[config.mk]
export PLATFORM = sky130hd
export DESIGN_NAME = hamming84_decoder
export DESIGN_NICKNAME = d
export VERILOG_FILES = /design/src/rtl/hamming84_decoder.sv
export SDC_FILE = /design/constraint.sdc
export NUM_CORES = 1
export LEC_CHECK = 0
export ABC_AREA = 1
export BUFFER_PORTS_ARGS = -buffer_cell sky130_fd_sc_hd__buf_4
export CORE_ASPECT_RATIO = 1.5
export CORE_UTILIZATION = 49
export CTS_CLUSTER_SIZE = 28
export DETAILED_ROUTE_END_ITERATION = 12
export PLACE_DENSITY = 0.72
export SLEW_MARGIN = 40
export SYNTH_ARGS = -nofsm -noshare
export SYNTH_HDL_FRONTEND = slang
export SYNTH_SLANG_ARGS = --single-unit
export TNS_END_PERCENT = 100
[constraint.sdc]
create_clock -name clk -period 3.5 [get_ports clk]
set_input_delay 0.7 -clock clk [delete_from_list [all_inputs] [get_ports clk]]
set_output_delay 0.7 -clock clk [all_outputs]
set_load 0.005 [all_outputs]
[src/rtl/hamming84_decoder.sv]
// hamming84_decoder: two-stage streaming SECDED decoder for the (8,4)
// extended-Hamming codeword {p3,d3,d2,d1,p2,d0,p1,p0}. It is paired with
// saturating counters of SEC and DED words delivered downstream.
module hamming84_decoder #(
    parameter int CNT_W = 16
) (
    input  logic             clk,
    input  logic             rst_n,
    input  logic             in_valid,
    output logic             in_ready,
    input  logic [7:0]       in_code,
    output logic             out_valid,
    input  logic             out_ready,
    output logic [3:0]       out_data,
    output logic             out_sec,
    output logic             out_ded,
    output logic [2:0]       out_syndrome,
    input  logic             clr_counts,
    output logic [CNT_W-1:0] sec_count,
    output logic [CNT_W-1:0] ded_count
);

    localparam logic [CNT_W-1:0] CNT_MAX = {CNT_W{1'b1}};
    localparam logic [CNT_W-1:0] CNT_ONE = CNT_W'(1);

    logic             s1_valid_q, s1_valid_d;
    logic [7:0]       s1_code_q, s1_code_d;
    logic [2:0]       s1_syn_q, s1_syn_d;
    logic             s1_par_q, s1_par_d;

    logic             s2_valid_q, s2_valid_d;
    logic [3:0]       s2_data_q, s2_data_d;
    logic             s2_sec_q, s2_sec_d;
    logic             s2_ded_q, s2_ded_d;
    logic [2:0]       s2_syn_q, s2_syn_d;

    logic [CNT_W-1:0] sec_count_q, sec_count_d;
    logic [CNT_W-1:0] ded_count_q, ded_count_d;

    logic             s1_load;
    logic             s2_load;
    logic             out_fire;
    logic             syn_zero;
    logic [7:0]       flip_mask;
    logic [7:0]       corrected;

    // A stage may load when it is empty or when the stage after it is moving.
    assign s2_load  = ~s2_valid_q | out_ready;
    assign s1_load  = ~s1_valid_q | s2_load;
    assign in_ready = ~s1_valid_q | ~s2_valid_q | out_ready;
    assign out_fire = s2_valid_q & out_ready;

    // Stage 1 captures the codeword along with its syndrome and overall parity.
    always_comb begin
        s1_valid_d = s1_valid_q;
        s1_code_d  = s1_code_q;
        s1_syn_d   = s1_syn_q;
        s1_par_d   = s1_par_q;
        if (s1_load) begin
            s1_valid_d = in_valid;
            if (in_valid) begin
                s1_code_d   = in_code;
                s1_syn_d[0] = in_code[0] ^ in_code[2] ^ in_code[4] ^ in_code[6];
                s1_syn_d[1] = in_code[1] ^ in_code[2] ^ in_code[5] ^ in_code[6];
                s1_syn_d[2] = in_code[3] ^ in_code[4] ^ in_code[5] ^ in_code[6];
                s1_par_d    = ^in_code;
            end
        end
    end

    // The single-bit correction mask is non-zero only for a correctable in-codeword error.
    // A double error therefore passes the raw bits through unchanged.
    always_comb begin
        syn_zero  = (s1_syn_q == 3'd0);
        flip_mask = 8'h00;
        if (s1_par_q && !syn_zero) begin
            case (s1_syn_q)
                3'd1:    flip_mask = 8'h01;
                3'd2:    flip_mask = 8'h02;
                3'd3:    flip_mask = 8'h04;
                3'd4:    flip_mask = 8'h08;
                3'd5:    flip_mask = 8'h10;
                3'd6:    flip_mask = 8'h20;
                3'd7:    flip_mask = 8'h40;
                default: flip_mask = 8'h00;
            endcase
        end
        corrected = s1_code_q ^ flip_mask;
    end

    // Stage 2 holds the decoded result steady until downstream takes it.
    always_comb begin
        s2_valid_d = s2_valid_q;
        s2_data_d  = s2_data_q;
        s2_sec_d   = s2_sec_q;
        s2_ded_d   = s2_ded_q;
        s2_syn_d   = s2_syn_q;
        if (s2_load) begin
            s2_valid_d = s1_valid_q;
            if (s1_valid_q) begin
                s2_data_d = {corrected[6], corrected[5], corrected[4], corrected[2]};
                s2_sec_d  = s1_par_q;
                s2_ded_d  = ~s1_par_q & ~syn_zero;
                s2_syn_d  = s1_syn_q;
            end
        end
    end

    // The counters saturate and count only delivered words; clear beats increment.
    always_comb begin
        sec_count_d = sec_count_q;
        ded_count_d = ded_count_q;
        if (clr_counts) begin
            sec_count_d = '0;
            ded_count_d = '0;
        end else begin
            if (out_fire && s2_sec_q && sec_count_q != CNT_MAX)
                sec_count_d = sec_count_q + CNT_ONE;
            if (out_fire && s2_ded_q && ded_count_q != CNT_MAX)
                ded_count_d = ded_count_q + CNT_ONE;
        end
    end

    // All pipeline and counter state is registered with an asynchronous clear.
    always_ff @(posedge clk or negedge rst_n) begin
        if (!rst_n) begin
            s1_valid_q  <= 1'b0;
            s1_code_q   <= 8'h00;
            s1_syn_q    <= 3'd0;
            s1_par_q    <= 1'b0;
            s2_valid_q  <= 1'b0;
            s2_data_q   <= 4'h0;
            s2_sec_q    <= 1'b0;
            s2_ded_q    <= 1'b0;
            s2_syn_q    <= 3'd0;
            sec_count_q <= '0;
            ded_count_q <= '0;
        end else begin
            s1_valid_q  <= s1_valid_d;
            s1_code_q   <= s1_code_d;
            s1_syn_q    <= s1_syn_d;
            s1_par_q    <= s1_par_d;
            s2_valid_q  <= s2_valid_d;
            s2_data_q   <= s2_data_d;
            s2_sec_q    <= s2_sec_d;
            s2_ded_q    <= s2_ded_d;
            s2_syn_q    <= s2_syn_d;
            sec_count_q <= sec_count_d;
            ded_count_q <= ded_count_d;
        end
    end

    assign out_valid    = s2_valid_q;
    assign out_data     = s2_data_q;
    assign out_sec      = s2_sec_q;
    assign out_ded      = s2_ded_q;
    assign out_syndrome = s2_syn_q;
    assign sec_count    = sec_count_q;
    assign ded_count    = ded_count_q;

endmodule

==> run metrics <==
status=finished, final reports clean; initial antenna violation count=0; count leader, synth=nand2_1; RSZ-0062 raised after global routing=false; H-tree depth=2; Synth Area in Compound Gates=4.95%; largest net degree at the start of global routing=52; dpl cells=522; 1st-pass router iterations=4; Internal Power=898 uW; post-synthesis async set-or-reset flop share=100%; WP data arrival=1320 ps; largest family of logic cells by synthesized area=simple AND/OR/NAND/NOR gates; Cell Area, Placed=3430 sq um; slew at the pin closest to its max-slew limit=675 ps; boundary pin count=56; worst skew pair latency=300 ps; Max-cap violations=0; EDFF count, synth=0; fmax=0.495 GHz; vias in the first global route=2592; Tot Pwr=1.27 mW; first-pass GRT wire length=11.7 mm; largest area contributor in the netlist=dfrtp_1; DP Worst Slack=1470 ps; cells after synthesis=405; yosys warns=0; Post-Synth XOR/XNOR Area=7.05%; final worst slack=1480 ps; Slew HR=54.8%; CTS max path bufs=2; initial DRC count=144; Tmin final=2020 ps; VDD IR max=0.000202 V; Seq pwr share=53.4%; Net Sw Frac=29.1%; Startpoint Class=input port; critical path peak fanout=4; die width=65.7 um; syn nets=420; Setup CP Type=in2out; power share of the combinational group=18.3%; Root Buffer=clkbuf_8; Initial Util=51.2%; CP max stage delay=160 ps; Final period util=57.7%; Worst Reg2Reg Path Length in Cells=9; fin. max-slew vios=0; mux cell area share after synthesis=0%; CP cell instances=buf_4 -> inv_1 -> nand2_1 -> nor2_1 -> inv_1 -> buf_4; die area=6410 sq um; hold-fix buffers at CTS=0; crit path max-delay cell type=nor2_1; Final Hold Vio Count=0; hold_ws=409 ps; Post-DRT Antenna Nets=0; Netlist cell types=25; Post-CTS Setup Bufs=0; Seq/Total Area, Yosys=42.8%; final core occ=60.5%; Worst-path clk slew=100 ps; Lkg Pwr=1.76 nW; cell count along the critical path=6; Synth Area in Adders=0.839%; total gr overflow=0; Clock power frac=28.4%; IO Port Bufs=55; drt wl/cell=12.6 um; syn avg cell area=7.37 sq um; Worst Clk Skew=14.1 ps; Hold WC Path Type=in2async; critical path required time=2800 ps; flops & latches, synth=51; critical path endpoint category=primary output; share of the synthesized area in the top cell type=42.8%; final instance area=3530 sq um; Post-Route WL=6.70 mm; CP delay by family, top=buffers and inverters; ys flop type=dfrtp_1; ranking of synthesized cells by area=dfrtp_1 43%, nand2_1 18%, nor2_1 6.2%, nand4_1 5.5%, xor2_1 4.7%; Avg Vias per Cell=5.13; setup TNS=0 ps; pwr dens=359 nW/um^2; area growth from synthesis to layout=18.2%; # diodes=0; routability congestion estimate=0.867; final setup fails=0; All-Layer GR Usage=23.0%; Num Clock Sinks=51; Worst Path Buf+Inv=4; Post-DP HPWL=5.01 mm; non-filler cells, final=530; most common library cells after synthesis=141 x nand2_1, 51 x dfrtp_1, 49 x nor2_1, 30 x inv_1, 26 x nand4_1; die height=97.6 um; cts repair resizes=0; Layout Nets=472; mapped cell area=2980 sq um; P_sw=369 uW; CORE AREA=5830 sq um; DR vias=2721; Filler cells=552; # DRC=0; Post-Synth Simple-Gate Area=38.2%; layout cell share with drive strength beyond 1=17.9%; Inserted Clock Buffers=5; Site Rows=34; CTS tree=done
## layout make-up
type | count | area (sq um) | share of cell area [%]
clock inverters | 2 | 16.3 | 0.461
flip-flops and latches | 51 | 1280 | 36.2
inverters | 32 | 120 | 3.41
clock buffers | 6 | 82.6 | 2.34
multi-input cells | 311 | 1520 | 43.1
well taps | 72 | 90.1 | 2.55
repair buffers | 56 | 420 | 11.9
## power by group through the flow
stage	clock network (mW)	logic, mW	registers, mW
after floorplan	0	0.134	0.682
after global placement	0	0.228	0.688
after detailed placement	0	0.235	0.689
after CTS	0.369	0.236	0.677
after global routing	0.397	0.261	0.684
final	0.360	0.231	0.676
## cells in the final DEF, fill, tap and decap left out, drive strengths merged
cell type / count
nand3: 25
inv: 32
nor2: 56
o21bai: 5
clkbuf: 6
clkinv: 1
dfrtp: 51
a31oi: 1
a22o: 1
xnor2: 8
o21ai: 18
nand2: 145
a21oi: 1
xor2: 16
ha: 2
nor3: 4
or2: 3
buf: 56
nand4: 26
clkinvlp: 1
## layer usage
layer	routed length (um)	vias to the layer above	GRT usage, %	part of all wire (%)
li1	-	1401	-	-
met1	2900	1248	28.6	43
met2	3450	64	39.3	51
met3	248	8	3.64	3.7
met4	103	0	8.19	1.5
met5	0	-	0	0
## registers in the layout (all words and copies together), names as in the netlist
| signal | cells |
|---|---|
| out_sec | 1 |
| out_syndrome | 3 |
| out_data | 4 |
| out_valid | 1 |
| s1_valid_q | 1 |
| ded_count | 16 |
| s1_par_q | 1 |
| s1_syn_q | 3 |
| out_ded | 1 |
| sec_count | 16 |
| s1_code_q | 4 |
## cells by family after synthesis
group,Yosys count
AND/OR/NAND/NOR,259
flip-flops,51
buffers and inverters,43
AO/OA/AOI/OAI,26
XOR/XNOR,24
adder cells (fa/ha/maj),2
## worst paths after layout
path | start | to | slack, ps
worst max register to register | sec_count[0] | sec_count[2] | 1600
min in group clk | out_syndrome[1] | out_syndrome[1] | 500
worst min register to register | out_syndrome[1] | out_syndrome[1] | 500
worst min-delay path | rst_n | ded_count[1] | 410
worst max-delay path | out_ready | in_ready | 1480
max in group asynchronous | rst_n | sec_count[13] | 2650
No activity file was read; power rests on OpenSTA's default activity.
